## src/rtl/fetch_redirect_pkg.sv

```systemverilog
// fetch_redirect_pkg
// Shared definitions for the fetch redirect block: the per-lane FSM state type,
// the PC width, the fetch increments and the fetch-mode encodings.
// Optional feature macro used by the block: BRANCH_STATS_EN (taken-branch counters).
package fetch_redirect_pkg;

    // Per-lane FSM states
    typedef enum logic {
        ST_RUN   = 1'b0,
        ST_FLUSH = 1'b1
    } lane_state_e;

    localparam int PC_W = 32;

    // Bubble counter width, enough for FLUSH_CYCLES up to 7
    localparam int FLUSH_CNT_W = 3;

    localparam logic [PC_W-1:0] PC_INC_SPLIT   = 32'd4;
    localparam logic [PC_W-1:0] PC_INC_UNIFIED = 32'd8;

    localparam logic MODE_SPLIT   = 1'b0;
    localparam logic MODE_UNIFIED = 1'b1;

    // Branch targets are forced onto a word boundary
    function automatic logic [PC_W-1:0] align_pc(input logic [PC_W-1:0] t);
        return {t[PC_W-1:2], 2'b00};
    endfunction

endpackage

```

## src/rtl/fetch_redirect_lane.sv

```systemverilog
// redirect_lane
// One fetch lane: PC register, RUN/FLUSH state machine, bubble counter and the
// one-cycle flush pulse. Optional taken-redirect counter under BRANCH_STATS_EN.
// Ports:
//   clk, rst_n        clock, synchronous active-low reset
//   inc               PC step applied on an accepted fetch
//   fetch_ready       instruction memory accepts this cycle's fetch
//   redirect_req      taken branch presented by the lane (ignored in FLUSH)
//   target            branch target
//   force_flush       mode change: flush regardless of lane state
//   force_load_en/pc  on a forced flush, load this PC (unless a redirect loads the target)
//   run, pc, flush    lane is fetching, current PC, flush pulse
//   taken_cnt         saturating count of accepted redirects (BRANCH_STATS_EN only)
module redirect_lane
    import fetch_redirect_pkg::*;
#(
    parameter logic [PC_W-1:0] RESET_PC     = 32'h0000_0000,
    parameter int unsigned     FLUSH_CYCLES = 2
) (
    input  logic            clk,
    input  logic            rst_n,
    input  logic [PC_W-1:0] inc,
    input  logic            fetch_ready,
    input  logic            redirect_req,
    input  logic [PC_W-1:0] target,
    input  logic            force_flush,
    input  logic            force_load_en,
    input  logic [PC_W-1:0] force_load_pc,
    output logic            run,
    output logic [PC_W-1:0] pc,
    output logic            flush
`ifdef BRANCH_STATS_EN
    ,
    output logic [PC_W-1:0] taken_cnt
`endif
);

    lane_state_e            state_q, state_d;
    logic [FLUSH_CNT_W-1:0] cnt_q, cnt_d;
    logic [PC_W-1:0]        pc_q, pc_d;
    logic                   flush_q, flush_d;
    logic                   redirect;

    // Branches only count while the lane is fetching
    assign redirect = (state_q == ST_RUN) && redirect_req;

    // Next-state logic. A forced flush wins over everything except that a
    // same-cycle redirect still loads its target. The counter is loaded with
    // FLUSH_CYCLES-1 so the lane spends exactly FLUSH_CYCLES cycles in FLUSH.
    always_comb begin
        state_d = state_q;
        cnt_d   = cnt_q;
        pc_d    = pc_q;
        flush_d = 1'b0;
        if (force_flush) begin
            state_d = ST_FLUSH;
            cnt_d   = FLUSH_CNT_W'(FLUSH_CYCLES - 1);
            flush_d = 1'b1;
            if (redirect) begin
                pc_d = align_pc(target);
            end else if (force_load_en) begin
                pc_d = force_load_pc;
            end
        end else if (state_q == ST_RUN) begin
            if (redirect) begin
                state_d = ST_FLUSH;
                cnt_d   = FLUSH_CNT_W'(FLUSH_CYCLES - 1);
                flush_d = 1'b1;
                pc_d    = align_pc(target);
            end else if (fetch_ready) begin
                pc_d = pc_q + inc;
            end
        end else begin
            if (cnt_q == '0) begin
                state_d = ST_RUN;
            end else begin
                cnt_d = cnt_q - 1'b1;
            end
        end
    end

    // Lane state registers with synchronous reset
    always_ff @(posedge clk) begin
        if (!rst_n) begin
            state_q <= ST_RUN;
            cnt_q   <= '0;
            pc_q    <= RESET_PC;
            flush_q <= 1'b0;
        end else begin
            state_q <= state_d;
            cnt_q   <= cnt_d;
            pc_q    <= pc_d;
            flush_q <= flush_d;
        end
    end

    assign run   = (state_q == ST_RUN);
    assign pc    = pc_q;
    assign flush = flush_q;

`ifdef BRANCH_STATS_EN
    logic [PC_W-1:0] taken_cnt_q, taken_cnt_d;

    // Counts redirects that act as redirects; a mode change pre-empts them
    always_comb begin
        taken_cnt_d = taken_cnt_q;
        if (redirect && !force_flush && (taken_cnt_q != '1)) begin
            taken_cnt_d = taken_cnt_q + 1'b1;
        end
    end

    // Saturating statistics counter
    always_ff @(posedge clk) begin
        if (!rst_n) begin
            taken_cnt_q <= '0;
        end else begin
            taken_cnt_q <= taken_cnt_d;
        end
    end

    assign taken_cnt = taken_cnt_q;
`endif

endmodule

```

## src/rtl/fetch_redirect.sv

```systemverilog
// fetch_redirect
// Two-lane fetch PC generator with branch redirect and flush bubbles.
// mode = 1 (unified): lane A drives both fetch slots (A at pc, B at pc+4, step 8).
// mode = 0 (split):   lanes fetch independently with step 4.
// A change of mode flushes both lanes.
// Optional macro: BRANCH_STATS_EN adds taken_cntA / taken_cntB.
// Ports:
//   clk, rst_n                      clock, synchronous active-low reset
//   mode                            fetch mode
//   branch_valid*/branch_taken*/target*  resolved branch per lane
//   fetch_ready                     instruction memory accepts this cycle's fetch
//   fetch_valid*/fetch_pc*          fetch request per lane
//   flush*                          one-cycle squash pulse per lane
module fetch_redirect
    import fetch_redirect_pkg::*;
#(
    parameter logic [PC_W-1:0] RESET_PC_A   = 32'h0000_0000,
    parameter logic [PC_W-1:0] RESET_PC_B   = 32'h0000_1000,
    parameter int unsigned     FLUSH_CYCLES = 2
) (
    input  logic            clk,
    input  logic            rst_n,
    input  logic            mode,
    input  logic            branch_validA,
    input  logic            branch_validB,
    input  logic            branch_takenA,
    input  logic            branch_takenB,
    input  logic [PC_W-1:0] targetA,
    input  logic [PC_W-1:0] targetB,
    input  logic            fetch_ready,
    output logic            fetch_validA,
    output logic            fetch_validB,
    output logic [PC_W-1:0] fetch_pcA,
    output logic [PC_W-1:0] fetch_pcB,
    output logic            flushA,
    output logic            flushB
`ifdef BRANCH_STATS_EN
    ,
    output logic [PC_W-1:0] taken_cntA,
    output logic [PC_W-1:0] taken_cntB
`endif
);

    logic            mode_q, mode_d;
    logic            mode_change;
    logic            unified_q;
    logic [PC_W-1:0] inc_a;
    logic            req_a, req_b;
    logic            load_b;
    logic            run_a, run_b, flush_a, flush_b;
    logic [PC_W-1:0] pc_a, pc_b;

    always_comb begin
        mode_d = mode;
    end

    // Registered copy of mode; reset takes the current mode so no flush follows reset
    always_ff @(posedge clk) begin
        if (!rst_n) begin
            mode_q <= mode;
        end else begin
            mode_q <= mode_d;
        end
    end

    assign mode_change = (mode != mode_q);
    assign unified_q   = (mode_q == MODE_UNIFIED);
    assign inc_a       = unified_q ? PC_INC_UNIFIED : PC_INC_SPLIT;
    assign req_a       = branch_validA & branch_takenA;
    // Lane B has no branches of its own while lane A fetches for both slots
    assign req_b       = branch_validB & branch_takenB & ~unified_q;
    // Entering split restarts lane B from its reset PC
    assign load_b      = mode_change & (mode == MODE_SPLIT);

    redirect_lane #(
        .RESET_PC     (RESET_PC_A),
        .FLUSH_CYCLES (FLUSH_CYCLES)
    ) u_lane_a (
        .clk           (clk),
        .rst_n         (rst_n),
        .inc           (inc_a),
        .fetch_ready   (fetch_ready),
        .redirect_req  (req_a),
        .target        (targetA),
        .force_flush   (mode_change),
        .force_load_en (1'b0),
        .force_load_pc (RESET_PC_A),
        .run           (run_a),
        .pc            (pc_a),
        .flush         (flush_a)
`ifdef BRANCH_STATS_EN
        ,
        .taken_cnt     (taken_cntA)
`endif
    );

    redirect_lane #(
        .RESET_PC     (RESET_PC_B),
        .FLUSH_CYCLES (FLUSH_CYCLES)
    ) u_lane_b (
        .clk           (clk),
        .rst_n         (rst_n),
        .inc           (PC_INC_SPLIT),
        .fetch_ready   (fetch_ready),
        .redirect_req  (req_b),
        .target        (targetB),
        .force_flush   (mode_change),
        .force_load_en (load_b),
        .force_load_pc (RESET_PC_B),
        .run           (run_b),
        .pc            (pc_b),
        .flush         (flush_b)
`ifdef BRANCH_STATS_EN
        ,
        .taken_cnt     (taken_cntB)
`endif
    );

    // In unified mode lane B's slot is a shadow of lane A
    assign fetch_validA = run_a;
    assign fetch_pcA    = pc_a;
    assign flushA       = flush_a;
    assign fetch_validB = unified_q ? run_a : run_b;
    assign fetch_pcB    = unified_q ? (pc_a + PC_INC_SPLIT) : pc_b;
    assign flushB       = unified_q ? flush_a : flush_b;

endmodule

```

## config.mk

```make
export PLATFORM = sky130hd
export DESIGN_NAME = fetch_redirect
export DESIGN_NICKNAME = d
export VERILOG_FILES = /design/src/rtl/fetch_redirect_pkg.sv /design/src/rtl/fetch_redirect_lane.sv /design/src/rtl/fetch_redirect.sv
export SDC_FILE = /design/constraint.sdc
export NUM_CORES = 1
export LEC_CHECK = 0
export ABC_AREA = 0
export CAP_MARGIN = 20
export CORE_ASPECT_RATIO = 2
export CORE_UTILIZATION = 50
export DETAILED_ROUTE_END_ITERATION = 16
export DONT_BUFFER_PORTS = 1
export SYNTH_ARGS = -nofsm -noshare
export SYNTH_HDL_FRONTEND = slang
export SYNTH_HIERARCHICAL = 1
export SYNTH_SLANG_ARGS = --single-unit
```

## constraint.sdc

```tcl
create_clock -name clk -period 3.9 [get_ports clk]
set_input_delay 0.39 -clock clk [delete_from_list [all_inputs] [get_ports clk]]
set_output_delay 0.39 -clock clk [all_outputs]
set_load 0.1 [all_outputs]
```

==> out/metrics.cfg <==
[status]
status = complete, no violations

[final_layout]
drive_gt1_share_pct = 12.56
diodes = 0
final_common_cell = conb_1
syn_to_final_growth_pct = 20.79
final_cell_mix = conb_1, nand2_1, a21oi_1
fin_nets = 1411

[synthesis]
syn_inst = 1120
synth-edff-count = 0
syn_area_mm2 = 0.008178
yosysUniqueCellTypes = 85
avgSynthCellArea_um2 = 7.302
async_flop_share_pct = 0
ys_top_cells_by_area = dfxtp_1, ha_1, a21oi_1
synth_seq_cells = 75
yosysWarningCount = 6
synthFlopType = dfxtp_1
synth_top_area_share_pct = 18.36
synth_largest_area_cell = dfxtp_1
ys_seq_area_share_pct = 18.36

[clock_tree]
cts_sinks = 75
cts_tree = yes
cts_root_buffer = clkbuf_16
numCtsBuffers = 9
postCtsSetupRepairBufs = 0
worstSkewPairLatency_ps = 350
post_cts_resized = 0
cts_buffer_depth = 2
hold_buffers = 0
clk_pin_slew_ps = 70
htreeDepth = 3

[floorplan]
dieWidth_um = 92.43
die_height_um = 182.9
core_mm2 = 0.01586
start_util_pct = 51.57
num_rows = 65
dieArea_mm2 = 0.01690
pin_count = 140

[route]
wl_per_cell_um = 18.92
ant_nets = 0
viasPerCell = 5.976
wl_mm = 27.91
drc = 0
vias = 8814
drt_iter0_markers = 369
firstDrtPassIters = 7

[critical_path]
slowest_stage = or4_1
path_cells = nand3_1 -> or4_1 -> or4_1 -> a31oi_4 -> buf_12
rr_startpoint = u_lane_a/pc[15]
critPathLaunch = u_lane_a/pc[7]
crit_required_ps = 3510
critical-path-top-delay-family = simple AND/OR/NAND/NOR gates
critPathMaxFanout = 16
crit_buf_inv = 1
criticalPathCategory = reg -> out
critPathCaptureType = output port
max_stage_delay_ps = 810
critPathLaunchType = register
worst_path_most_repeated_cell = or4_1
cp.arrival_ps = 2970

[sta]
timing.setup.tns_ps = 0
timing.fmax_mhz = 297.6
fin_skew_ps = 7.892
rsz0062_at_grt = no
slew_headroom_pct = 24.49
finalHoldViolations = 0
fin_ws_ps = 540.1
hold_slack_ps = 54.30
period_needed_ps = 3360
setup_viol = 0
fin_crit_sh_pct = 86.15
worstMarginPinSlew_ps = 1131
maxSlewViolCount = 0

[pwr]
ir_worst_vdd_mv = 0.2372
power_density_mw_per_mm2 = 454.2
leakage_nw = 4.222

[placement]
io_buffers = 0
gp_congestion = 0.9319
dpl.hpwl_mm = 21.29
place_ws_ps = 925.1

[grt]
grt_max_degree = 61
grt_pass1_wl_mm = 43.06
grt_pass1_vias = 8332
globalRouteTotalUtil_pct = 32.90
antenna_found_initial = 0
gr-total-overflow = 0

[hold_path]
min_path_type = in -> reg
min_from = mode

[run]
cap_viol_max_count = 0

## worst paths after layout
kind | to | slack (ps) | cells after the start
min | mode_q | 50 | 0
max reg2reg | u_lane_a/pc[29] | 910 | 11
min reg2reg | u_lane_b/pc[3] | 480 | 2
max | fetch_pcB[31] | 540 | 5
## cells in the mapped netlist, types with 15 or more instances
cell	count
nand3_1	46
a31oi_1	38
o21ai_0	62
nor2_1	86
nand2_1	127
a21o_1	29
ha_1	68
dfxtp_1	75
xnor2_1	35
xor2_1	22
a21oi_1	109
clkbuf_1	52
o221ai_1	15
o211ai_1	44
and3_1	16
inv_1	34
nand4_1	20
## sequential cells by signal, indices dropped and copies added, names as in the netlist
signal / flops
u_lane_b/flush: 1
u_lane_b/cnt_q: 3
u_lane_a/pc: 32
u_lane_b/state_q: 1
mode_q: 1
u_lane_a/state_q: 1
u_lane_b/pc: 32
u_lane_a/flush: 1
u_lane_a/cnt_q: 3
## worst reg2reg max path, cell delays in order, from the launching register on
cell      delay (ps)
dfxtp_1          420
buf_4            350
ha_1             300
nand3_1          180
nor2_1           240
nand4_1          210
a21oi_2          260
nor2_1           120
o311ai_2         320
xnor2_1          130
a221oi_2         240
a21oi_1           90
## metrics by stage
stage | std cells | total power, mW | area, um^2 | util (%)
5_1_grt | 1475 | 4.712 | 9878 | 62.29
2_1_floorplan | 1248 | 2.926 | 8775 | -
3_3_place_gp | 1459 | 3.416 | 9537 | 60.13
4_1_cts | 1475 | 4.439 | 9878 | 62.29
6_report | 1475 | 4.486 | 9878 | 62.29
3_5_place_dp | 1459 | 3.432 | 9537 | 60.13
## report_power, final
group | internal, mW | total [mW] | switching [mW]
Combinational | 0.779 | 2.47 | 1.69
Sequential | 0.865 | 1.02 | 0.154
Clock | 0.628 | 0.999 | 0.370
## final cells by class
class,count,area (um^2)
Clock inverter,6,112.6
Inverter,37,138.9
Multi-Input combinational cell,1068,6883
Tap cell,201,251.5
Sequential cell,75,1503
Clock buffer,10,229.0
Fill cell,1557,5981
Timing Repair Buffer,78,760.7
## metal layers
metal | wire length (um) | global-route usage, %
met5 | 0 | 0
met4 | 947 | 14.44
met3 | 1417 | 4.934
met2 | 15250 | 63.82
met1 | 10290 | 33.74
## cells by family after synthesis
kind of cell             Yosys count  share of synthesized area (%)
flip-flops                        75                          18.36
multiplexers                      19                          2.417
XOR/XNOR                          57                          6.105
buffers and inverters            105                          5.355
AO/OA/AOI/OAI                    408                          33.71
AND/OR/NAND/NOR                  384                          23.07
adder cells (fa/ha/maj)           70                          10.89
other                              2                        0.09183
Note: power is estimated with default switching activity, not from simulation.
